`src/rtl/pit_multi.sv`:
```
// pit_multi: 8254-style interval timer with up to three 16-bit channels.
// pit_clk is synchronised into clk; all counting happens on its rising edge.
module pit_multi #(
  parameter int NUM_CHANNELS = 3,
  parameter int SYNC_STAGES  = 2,
  parameter bit HAS_READBACK = 1'b1
) (
  input  logic                    clk,
  input  logic                    reset_n,
  input  logic                    pit_clk,
  input  logic                    cs,
  input  logic [1:1]              data_m_addr,
  input  logic [15:0]             data_m_data_in,
  output logic [15:0]             data_m_data_out,
  input  logic [1:0]              data_m_bytesel,
  input  logic                    data_m_wr_en,
  input  logic                    data_m_access,
  output logic                    data_m_ack,
  input  logic [NUM_CHANNELS-1:0] gate,
  output logic [NUM_CHANNELS-1:0] out
);

  logic [SYNC_STAGES-1:0] sync_q;
  logic pclk_q, tick;

  always_ff @(posedge clk or negedge reset_n) begin
    if (!reset_n) begin
      sync_q <= '0;
      pclk_q <= 1'b0;
    end else begin
      sync_q <= {sync_q[SYNC_STAGES-2:0], pit_clk};
      pclk_q <= sync_q[SYNC_STAGES-1];
    end
  end

  assign tick = sync_q[SYNC_STAGES-1] & ~pclk_q;

  logic hit, rd, wr, ctl_wr;
  logic [2:0] sel;
  logic [7:0] cw;
  logic [7:0] rd_byte [3];
  logic [15:0] rdata;

  assign hit = cs & data_m_access;
  assign rd = hit & ~data_m_wr_en;
  assign wr = hit & data_m_wr_en;
  assign sel[0] = ~data_m_addr[1] & data_m_bytesel[0];
  assign sel[1] = ~data_m_addr[1] & data_m_bytesel[1];
  assign sel[2] = data_m_addr[1] & data_m_bytesel[0];
  assign ctl_wr = wr & data_m_addr[1] & data_m_bytesel[1];
  assign cw = data_m_data_in[15:8];

  always_comb begin
    rdata = '0;
    if (!data_m_addr[1]) begin
      if (data_m_bytesel[0]) rdata[7:0] = rd_byte[0];
      if (data_m_bytesel[1]) rdata[15:8] = rd_byte[1];
    end else if (data_m_bytesel[0]) begin
      rdata[7:0] = rd_byte[2];
    end
  end

  always_ff @(posedge clk or negedge reset_n) begin
    if (!reset_n) begin
      data_m_ack <= 1'b0;
      data_m_data_out <= '0;
    end else begin
      data_m_ack <= hit;
      data_m_data_out <= rd ? rdata : 16'h0000;
    end
  end

  for (genvar i = 0; i < 3; i++) begin : g_ch
    if (i < NUM_CHANNELS) begin : g_on
      logic [2:0] mode;
      logic [1:0] rw;
      logic bcd, nul, run, ld, wtog, rtog, trig, gq, o;
      logic [15:0] cr, nv, cnt, ol, rsrc, ldv;
      logic ol_v, st_v;
      logic [7:0] st, wb;
      logic m0, m2, m3, m4, cwr, crd, csel, rb, rhi;

      assign m0 = ~mode[2] & ~mode[1];
      assign m4 = mode[2] & ~mode[1];
      assign m2 = mode[1] & ~mode[0];
      assign m3 = mode[1] & mode[0];
      assign wb = (i == 1) ? data_m_data_in[15:8] : data_m_data_in[7:0];
      assign cwr = wr & sel[i];
      assign crd = rd & sel[i];
      assign csel = ctl_wr & (cw[7:6] == 2'(i));
      assign rb = ctl_wr & HAS_READBACK & (cw[7:6] == 2'b11) & cw[1+i];
      // odd mode-3 counts start with the longer (N+1) high half
      assign ldv = m3 ? cr + {15'd0, cr[0]} : cr;
      assign rsrc = ol_v ? ol : cnt;
      assign rhi = (rw == 2'b10) | ((rw == 2'b11) & rtog);
      assign rd_byte[i] = st_v ? st : (rhi ? rsrc[15:8] : rsrc[7:0]);
      assign out[i] = o;

      always_ff @(posedge clk or negedge reset_n) begin
        if (!reset_n) begin
          mode <= 3'd0;
          rw <= 2'b11;
          bcd <= 1'b0;
          nul <= 1'b0;
          run <= 1'b0;
          ld <= 1'b0;
          wtog <= 1'b0;
          rtog <= 1'b0;
          trig <= 1'b0;
          gq <= 1'b0;
          o <= 1'b0;
          cr <= '0;
          nv <= '0;
          cnt <= '0;
          ol <= '0;
          ol_v <= 1'b0;
          st <= '0;
          st_v <= 1'b0;
        end else begin
          gq <= gate[i];
          if (tick) begin
            trig <= 1'b0;
            if (ld) begin
              cnt <= ldv;
              nv <= cr;
              run <= 1'b1;
              nul <= 1'b0;
              ld <= 1'b0;
              o <= ~m0;
            end else if (run) begin
              if ((m2 | m3) && trig) begin
                cnt <= m3 ? nv + {15'd0, nv[0]} : nv;
                o <= 1'b1;
              end else if (gate[i]) begin
                unique case (1'b1)
                  m0: begin
                    cnt <= cnt - 16'd1;
                    if (cnt == 16'd1) o <= 1'b1;
                  end
                  m4: begin
                    cnt <= cnt - 16'd1;
                    o <= (cnt != 16'd1);
                  end
                  m2: begin
                    if (cnt == 16'd1) begin
                      cnt <= nv;
                      o <= 1'b0;
                    end else begin
                      cnt <= cnt - 16'd1;
                      o <= 1'b1;
                    end
                  end
                  m3: begin
                    if (cnt == 16'd2) begin
                      o <= ~o;
                      cnt <= o ? nv - {15'd0, nv[0]} : nv + {15'd0, nv[0]};
                    end else begin
                      cnt <= cnt - 16'd2;
                    end
                  end
                  default: ;
                endcase
              end
            end
          end
          if ((m2 | m3) && !gate[i]) o <= 1'b1;
          if (gate[i] && !gq) trig <= 1'b1;
          if (crd) begin
            if (st_v) begin
              st_v <= 1'b0;
            end else begin
              if (rw == 2'b11) rtog <= ~rtog;
              if (ol_v && (rw != 2'b11 || rtog)) ol_v <= 1'b0;
            end
          end
          if (cwr) begin
            nul <= 1'b1;
            if (m0) o <= 1'b0;
            case (rw)
              2'b01: begin
                cr <= {8'h00, wb};
                ld <= 1'b1;
              end
              2'b10: begin
                cr <= {wb, 8'h00};
                ld <= 1'b1;
              end
              default: begin
                if (!wtog) begin
                  cr[7:0] <= wb;
                  wtog <= 1'b1;
                  if (m0) run <= 1'b0;
                end else begin
                  cr[15:8] <= wb;
                  wtog <= 1'b0;
                  ld <= 1'b1;
                end
              end
            endcase
          end
          if (csel) begin
            if (cw[5:4] == 2'b00) begin
              if (!ol_v) begin
                ol <= cnt;
                ol_v <= 1'b1;
              end
            end else begin
              rw <= cw[5:4];
              mode <= cw[3:1];
              bcd <= cw[0];
              wtog <= 1'b0;
              rtog <= 1'b0;
              nul <= 1'b1;
              run <= 1'b0;
              ld <= 1'b0;
              ol_v <= 1'b0;
              st_v <= 1'b0;
              trig <= 1'b0;
              o <= (cw[3:1] != 3'd0);
            end
          end
          if (rb) begin
            if (!cw[5] && !ol_v) begin
              ol <= cnt;
              ol_v <= 1'b1;
            end
            if (!cw[4] && !st_v) begin
              st <= {o, nul, rw, mode, bcd};
              st_v <= 1'b1;
            end
          end
        end
      end
    end else begin : g_off
      assign rd_byte[i] = 8'h00;
    end
  end

endmodule

```
`config.mk`:
```
export PLATFORM = sky130hd
export DESIGN_NAME = pit_multi
export DESIGN_NICKNAME = d
export VERILOG_FILES = /design/src/rtl/pit_multi.sv
export SDC_FILE = /design/constraint.sdc
export NUM_CORES = 1
export LEC_CHECK = 0
export CAP_MARGIN = 20
export CORE_ASPECT_RATIO = 0.5
export CORE_MARGIN = 2
export CORE_UTILIZATION = 67
export CTS_BUF_LIST = sky130_fd_sc_hd__clkbuf_8
export DETAILED_ROUTE_END_ITERATION = 6
export DONT_BUFFER_PORTS = 1
export PLACE_DENSITY = 0.94
export SLEW_MARGIN = 10
export SYNTH_ARGS = -nofsm -noshare
export SYNTH_HDL_FRONTEND = slang
export SYNTH_SLANG_ARGS = --single-unit
```
`constraint.sdc`:
```
create_clock -name clk -period 4.72 [get_ports clk]
set_input_delay 0.944 -clock clk [delete_from_list [all_inputs] [get_ports clk]]
set_output_delay 0.944 -clock clk [all_outputs]
set_load 0.02 [all_outputs]
```
# Word-level counts from Yosys, hierarchy flattened
# Index checks and enable logic that the tools add are counted.
# totals
latchBits,0
mem_bits_ro,0
n_memories,0
register_bits,284
out_inout_bits,20
ramBits,0
inputBits,28
wordCells,488
# op_classes
n_addsub,15
n_shift,0
bitwise_logic,65
reduce_logical,74
multipliers,0
n_lt_le_gt_ge,0
n_mux,246
eq_ne,27
n_div,0
# op_table
operator,n
16-bit 2-to-1 mux,43
1-bit 2-to-1 mux,177
16-bit one-hot mux with 3 select lines,3
8-bit 2-to-1 mux,17
16-bit by 1-bit adder with 16-bit output,6
16-bit one-hot mux with 2 select lines,3
16-bit by 1-bit == test with 1-bit output (second input constant),3
16-bit by 2-bit == test with 1-bit output (second input constant),3
16-bit by 1-bit inequality test with 1-bit output (second input constant),3
16-bit by 1-bit subtractor with 16-bit output,3
16-bit by 1-bit subtractor with 16-bit output (second input constant),3
16-bit by 2-bit subtractor with 16-bit output (second input constant),3
1-bit AND,37
2-bit AND reduction,15
1-bit NOT,22
3-bit nonzero test,7
1-bit logical AND,18
2-bit == test (second input constant),8
5-bit nonzero test,3
1-bit logical NOT,14
1-bit one-hot mux with 4 select lines,3
4-bit AND reduction,3
2-bit OR reduction,6
3-bit by 1-bit inequality test with 1-bit output (second input constant),3
other kinds (6),21

# Longest topological paths before layout
# Gate-level depths: netlist (run 1).
# depth
ltp_word,13
mapped_depth,11
ltp_nobuf,9

# Worst setup path before layout (run 1)
# No wires, ideal clock.
# synth_path
kind,input to register
from,in data_m_wr_en
to,reg g_ch[1].g_on.ol[10]
n_path_buf,1
cell_stages,7
setup_ps,125
required_ps,4595
arrival_ps,2717
path_slack_ps,1878
path_cell_list,and3_1 -> nand2_1 -> nor3_1 -> a22oi_1 -> nor2_1 -> clkbuf_1 -> mux2_2
# synth_between
elab_chain_len,7
elab_cells_between_ends,9
classes_between,mux (3); bitwise (6)
# synth_rtl
element,line,text
start: declaration,16,"input logic data_m_wr_en,"
1-bit AND (*),46,assign wr = hit & data_m_wr_en;
1-bit AND (*) (2 in series),50,assign ctl_wr = wr & data_m_addr[1] & data_m_bytesel[1];
1-bit AND,90,assign csel = ctl_wr & (cw[7:6] == 2'(i));
16-bit 2-to-1 mux,201,if (csel) begin
16-bit 2-to-1 mux,223,if (!cw[5] && !ol_v) begin
16-bit 2-to-1 mux (*),222,if (rb) begin
end signal: assignment,204,ol <= cnt;
end signal: assignment,224,ol <= cnt;
end: declaration,78,"logic [15:0] cr, nv, cnt, ol, rsrc, ldv;"
# Mark *: on every way between the ends. The rest lies on a longest branch, timed or not.
# A chain may end at the register's enable or synchronous reset.

# Final worst setup path (run 1)
# layout_path
from,reg g_ch[1].g_on.cnt[5]
to,reg g_ch[1].g_on.cnt[6]
# layout_between
elab_chain_len,7
elab_cells_between_ends,11
classes_between,add/sub (2); eq/ne (2); mux (7)
# layout_rtl
element,line,text
start: declaration,78,
start signal: assignment,124,cnt <= ldv;
start signal: assignment,132,"cnt <= m3 ? nv + {15'd0, nv[0]} : nv;"
start signal: assignment,137,cnt <= cnt - 16'd1;
"16-bit by 2-bit subtractor with 16-bit output, or another cell as far along",158,cnt <= cnt - 16'd2;
16-bit 2-to-1 mux (on tied branches),"154, 145",
16-bit one-hot mux with 3 select lines (*),135,unique case (1'b1)
16-bit 2-to-1 mux (*),134,end else if (gate[i]) begin
16-bit 2-to-1 mux (*),131,if ((m2 | m3) && trig) begin
16-bit 2-to-1 mux (*),130,end else if (run) begin
16-bit 2-to-1 mux (*),123,if (ld) begin
# Mark *: on every way between the ends. The rest lies on a longest branch, timed or not. The select of a mux whose other input is x is not followed.

==> impl_metrics.ini, run 1 <==
[run_status]
status = finished with violations
violations = design-rule violations

[clock_tree]
tritoncts = done
cts_sinks = 284
cts_hold_buf = 0
clockBufferDepth = 3
cts_root_buffer = clkbuf_8
clk_latency_ps = 610
clkTransAtPathRegs_ps = 70
htreeDepth = 2
ctsResizeCount = 0
cts_setup_buffers = 0
cts_buffers = 43

[sta]
timing.final.crit_share_pct = 71.9
relSlewSlack_pct = 23.3
fmax_ghz = 0.295
setup_viol = 0
setup-tns-final_ps = 0
slew_violations = 0
setup_ws_ps = 1330
rsz0062_at_grt = false
skew_ps = 26.2
min_period_ps = 3390
hold_violations = 0
worst_pin_slew_ps = 1150

[placement]
io_buffer_count = 0
place_ws_ps = 1530
dpl.hpwl_um = 38200
gp_congestion = 1.00

[grt]
grt_max_degree = 285
grt_pass1_wl_um = 88600
gr-total-overflow = 0
grt_usage_pct = 38.6
antenna_found_initial = 0
grt_pass1_vias = 16279

[pwr]
power.density_nw_per_um2 = 524
power_mw = 10.2
irDropWorstVdd_v = 0.000413
p_leak_nw = 8.00

[detailed_routing]
wire_per_inst_um = 22.5
first_pass_iters = 7
vias_per_cell = 7.04
drt_wl_total_um = 55500
drt_iter0_drc = 2637
drc = 4
vias = 17333
ant_nets = 0

[setup_path]
cp-start-kind = flop
crit_arrival_ps = 3850
crit_path_max_fanout = 13
worstSetupEndpointType = flop
critPathSlowestCell = nor2_1
cp-startpoint = g_ch[1].g_on.cnt[5]
criticalPathCategory = reg2reg
cp.required_ps = 5180
reg2reg_depth = 7
max_stage_delay_ps = 960
timing.rr.start = g_ch[1].g_on.cnt[5]
cp_cell_sequence = nor4_1 -> nand2_1 -> nor2_1 -> mux2i_1 -> o22ai_1 -> o21ai_0 -> a21oi_1

[logic_synthesis]
syn_nets = 2216
async_flop_share_pct = 100
synth_cell_types = 81
synthXorXnorAreaFrac_pct = 8.00
syn_avg_cell_area_um2 = 8.64
synth_compound_area_share_pct = 16.6
synth_top_family_by_area = simple AND/OR/NAND/NOR gates
ys_ff_latch = 284
netlist_instances = 2152
synthMuxAreaShare_pct = 9.36
synth-simple-area-share_pct = 20.6
yosys_warnings = 0
synthAdderAreaFrac_pct = 2.42
syn_area_um2 = 18600
yosysSeqAreaShare_pct = 38.2
ys.flop_type = dfrtp_1
synth_edf_count = 0

[finish]
area_growth_pct = 5.21
diodes = 0
fill_cells = 1986
drive_gt1_share_pct = 10.6
nets = 2113

[hold_path]
min_path_type = in2async

[die]
core.rowCount = 43
die_h_um = 122
die_area_um2 = 29200
io_pins = 48
core_region_area_um2 = 27500
fp.dieW_um = 240
start_util_pct = 67.7

[flow_run]
drv_cap = 0
## cell usage after synthesis, types with 7 or more instances
cell type  number  area [um2]
a21oi_1        85         425
o31ai_1         9        67.6
o211ai_1       14         105
nand4_1        37         231
nand2b_1       12        75.1
or3_1          11        68.8
xor2_1         63         552
mux2_2         79         890
a211oi_1       20         150
a221oi_1       21         184
and4_1         11        96.3
mux2i_1        31         310
nor2b_1        10        62.6
nand3b_1        7        52.6
mux4_2         24         541
o21a_1          8        60.1
ha_1           36         450
o2111ai_1       7        61.3
or2_2          11        68.8
nand3_1        92         460
o22ai_1        25         156
nand2_1       287        1080
o221ai_1        8        70.1
nor4_1         26         163
o22a_1         13         114
clkbuf_1      140         526
a31oi_1        29         181
o21ai_0       170         851
nor2_1        187         702
a22oi_1        12        90.1
xnor2_1       107         937
and2_1         11        68.8
nor3_1         68         340
inv_1          62         233
dfrtp_1       278        6960
buf_1          11        41.3
and3_1         20         125
## where the power goes
group | switching (mW) | leakage, nW | internal [mW]
sequential | 1.42 | 3.62 | 3.08
combinational | 1.83 | 3.83 | 1.49
clock | 1.06 | 0.551 | 1.37
## registers in the layout, summed over array words and instances, names as in the netlist, 6 cells and up
signal,flops
data_m_data_out,16
g_ch.g_on.st,24
g_ch.g_on.cr,48
g_ch.g_on.cnt,48
g_ch.g_on.rw,6
g_ch.g_on.mode,9
g_ch.g_on.ol,48
g_ch.g_on.nv,48
## layout by cell type (no fill, tap or decap), types with 12 or more instances in the layout
| cell | count |
|---|---|
| o21ai_0 | 170 |
| nand2b_1 | 12 |
| a31oi_1 | 29 |
| mux4_2 | 24 |
| a21oi_1 | 85 |
| o211ai_1 | 14 |
| a22oi_1 | 12 |
| buf_4 | 14 |
| ha_1 | 36 |
| xor2_1 | 63 |
| mux2_2 | 79 |
| mux2i_1 | 31 |
| and3_1 | 20 |
| nor2_1 | 187 |
| nor4_1 | 24 |
| nand3_1 | 92 |
| dfrtp_1 | 278 |
| nand2_1 | 287 |
| clkbuf_8 | 58 |
| a211oi_1 | 18 |
| o22ai_1 | 25 |
| o22a_1 | 13 |
| nand4_1 | 37 |
| a221oi_1 | 21 |
| inv_1 | 71 |
| xnor2_1 | 107 |
| nor3_1 | 68 |
## worst paths after layout
path	endpoint	slack [ps]
setup reg to reg	g_ch[1].g_on.cnt[6]	1330
min in group clk	sync_q[0]	360
setup / recovery	g_ch[1].g_on.cnt[6]	1330
hold / removal	g_ch[1].g_on.nv[9]	50
hold reg to reg	pclk_q	410
max in group asynchronous	g_ch[2].g_on.cr[15]	4120
## per-layer routing
layer,GRT usage (%),up-vias,wire length (um)
li1,-,7492,-
met5,0,-,0
met4,18.1,0,2870
met2,59.0,1282,24700
met1,52.9,8297,21500
met3,8.47,262,6440
## area by class of cell
cell class	count	area (um2)	share of cell area [%]
Clock buffer	58	798	4.08
Timing Repair Buffer	16	125	0.639
Tap cell	382	478	2.44
Sequential cell	284	7110	36.4
Multi-Input combinational cell	1641	10600	54.2
Clock inverter	18	204	1.04
Inverter	63	236	1.21
## critical path: cells and delay by family (launching register included)
family / cells / cell delay (ps)
and+or+nand+nor: 3 / 2120
DFF: 1 / 490
AOI/OAI and AO/OA: 3 / 340
muxes: 1 / 310
## cells by family (layout without fill, tap and decap cells)
| family | count (synthesis) | count (layout) |
|---|---|---|
| AOI/OAI and AO/OA | 484 | 484 |
| xor gates and xnor gates | 170 | 170 |
| adders and majority gates | 36 | 36 |
| buffers and inverters | 227 | 155 |
| DFF | 284 | 284 |
| muxes | 134 | 134 |
| and+or+nand+nor | 817 | 817 |
## stage by stage
stage / std cells / cell area (um2) / hold slack, ps / util (%)
2_1_floorplan: 2152 / 18600 / 331 / -
3_3_place_gp: 2384 / 18500 / 383 / 67.5
3_5_place_dp: 2384 / 18500 / 392 / 67.5
4_1_cts: 2460 / 19600 / 26.9 / 71.1
5_1_grt: 2462 / 19600 / 27.5 / 71.2
6_report: 2462 / 19600 / 45.3 / 71.2
Power figures use the tool's default switching activity.
==> run 2, diff against run 1 <==
--- a/config.mk
+++ b/config.mk
@@ -8,11 +8,11 @@
 export CAP_MARGIN = 20
 export CORE_ASPECT_RATIO = 0.5
 export CORE_MARGIN = 2
-export CORE_UTILIZATION = 67
+export CORE_UTILIZATION = 60
 export CTS_BUF_LIST = sky130_fd_sc_hd__clkbuf_8
 export DETAILED_ROUTE_END_ITERATION = 6
 export DONT_BUFFER_PORTS = 1
-export PLACE_DENSITY = 0.94
+export PLACE_DENSITY = 0.9
 export SLEW_MARGIN = 10
 export SYNTH_ARGS = -nofsm -noshare
 export SYNTH_HDL_FRONTEND = slang
==> constraint.sdc (replaced) <==
create_clock -name clk -period 2.8 [get_ports clk]
set_input_delay 0.56 -clock clk [delete_from_list [all_inputs] [get_ports clk]]
set_output_delay 0.56 -clock clk [all_outputs]
set_load 0.02 [all_outputs]
==> run 2 against run 1 <==
  * The run ends with negative hold slack left
  * Via count up 1.8%
  * Utilization down 3.5 points
  * First-iteration DRC count fell by 3.8%
  * Clock skew down 4.8 ps
  * Wire length up 6.1%
  * Global-route usage decreased by 1.8 points
  * Clock power up 60%
  * Critical path depth is 3 higher
  * Largest power group is now combinational logic
==> impl_metrics.ini, run 2 (synthesis gave the netlist of run 1 again) <==
[clock_tree]
cts_sinks = 284
cts_buffers = 43
cts_hold_buf = 4
cts_root_buffer = clkbuf_8
tritoncts = done
clockBufferDepth = 3
htreeDepth = 2
clk_latency_ps = 600
clkTransAtPathRegs_ps = 70

[die]
core.rowCount = 45
die_area_um2 = 32500
start_util_pct = 61.2
fp.dieW_um = 253
core_region_area_um2 = 30400
io_pins = 48
die_h_um = 129

[setup_path]
cp-start-kind = flop
crit_arrival_ps = 3190
rr_endpoint = g_ch[2].g_on.cnt[8]
max_stage_delay_ps = 600
criticalPathCategory = reg2reg
reg2reg_depth = 10
worstSetupEndpointType = flop
path_buf_inv = 2
regToRegSetupSlack_ps = 70
cp.required_ps = 3260
crit_path_max_fanout = 5
critPathSlowestCell = or4_4
timing.rr.start = g_ch[2].g_on.cnt[0]
critical_path.top_delay_family = simple AND/OR/NAND/NOR gates
cp_cell_sequence = inv_2 -> ha_1 -> or3b_4 -> or4_4 -> nand2_4 -> buf_4 -> o32ai_1 -> a311oi_1 -> o311a_1 -> o22ai_1

[detailed_routing]
first_pass_iters = 6
ant_nets = 0
drc = 0
drt_wl_total_um = 58800
vias_per_cell = 6.75
wire_per_inst_um = 22.5
drt_iter0_drc = 2536
vias = 17643

[grt]
grt_pass1_wl_um = 94100
gr-total-overflow = 0
antenna_found_initial = 1
grt_pass1_vias = 16810
grt_usage_pct = 36.7
grt_max_degree = 285

[sta]
min_period_ps = 2730
worst_pin_slew_ps = 859
skew_ps = 21.4
setup-tns-final_ps = 0
rsz0062_at_grt = true
timing.final.crit_share_pct = 97.5
fin_hold_ws_ps = -332
setup_viol = 0
slew_violations = 0
hold_violations = 278
fmax_ghz = 0.366
relSlewSlack_pct = 42.7

[pwr]
power_mw = 17.8
power.density_nw_per_um2 = 867
irDropWorstVdd_v = 0.000500
p_leak_nw = 8.62

[placement]
io_buffer_count = 0
gp_congestion = 0.991
dpl.hpwl_um = 41700
dpl_cell_area_um2 = 19500

[run_status]
status = finished with violations
violations = negative hold slack

[finish]
fin_area_um2 = 20600
final_cell_mix = nand2_1, dfrtp_1, nor2_1
area_growth_pct = 10.6
diodes = 0
nets = 2245
drive_gt1_share_pct = 15.9
utilization_pct = 67.7
layout_commonest_cell = nand2_1

[flow_run]
drv_cap = 0

[hold_path]
min_path_type = in2async
## run 2: what timing repair did
action                                  in CTS  in global routing
gates resized for setup                      0                  8
endpoints found under the hold margin      288                284
buffers inserted                             0                  2
endpoints found under the setup margin       0                  6
## run 2: metrics by stage
stage	instances	hold WS, ps	setup WS, ps
after CTS	2611	-351	46.4
final	2614	-332	70.8
after floorplan	2152	264	34.2
after detailed placement	2528	271	69.4
after global placement	2528	271	92.4
after global routing	2614	-348	-10.7
## run 2: worst register-to-register path: stages, from the launching register on
cell,delay [ps]
dfrtp_1,400
inv_2,60
ha_1,130
or3b_4,400
or4_4,600
nand2_4,90
buf_4,120
o32ai_1,80
a311oi_1,400
o311a_1,240
o22ai_1,70
## run 2: area by class of cell
cell class	count	area, um2
clock buffer	56	771
clock inverter	23	188
fill	2335	9830
inverter	63	236
multi-input combinational	1642	10600
sequential	284	7120
tap	399	499
timing repair buffer	147	1130
## run 2: power breakdown
group	internal [mW]	total, mW	switching [mW]
logic	3.08	7.10	4.03
registers	5.20	6.83	1.63
clock network	2.08	3.90	1.81
total	10.4	17.8	7.47
## run 2: worst max-delay path by stage
stage,from,end,slack [ps],depth (start not counted)
after global placement,g_ch[2].g_on.cnt[1],g_ch[2].g_on.cnt[13],90,8
after global routing,g_ch[2].g_on.cnt[0],g_ch[2].g_on.cnt[12],-10,9
after CTS,g_ch[2].g_on.cnt[4],g_ch[2].g_on.cnt[11],50,8
final,g_ch[2].g_on.cnt[0],g_ch[2].g_on.cnt[8],70,10
after detailed placement,g_ch[2].g_on.cnt[1],g_ch[2].g_on.cnt[11],70,9
after floorplan,g_ch[2].g_on.cnt[4],g_ch[2].g_on.cnt[1],30,10
## run 2: routing by layer
layer  up-vias  part of all wire [%]  global-route usage [%]
met4         2                   4.3                    15.7
met5         -                 0.022                       0
met1      8430                    40                    49.5
met2      1202                    46                    58.0
li1       7769                     -                       -
met3       240                    10                    7.95
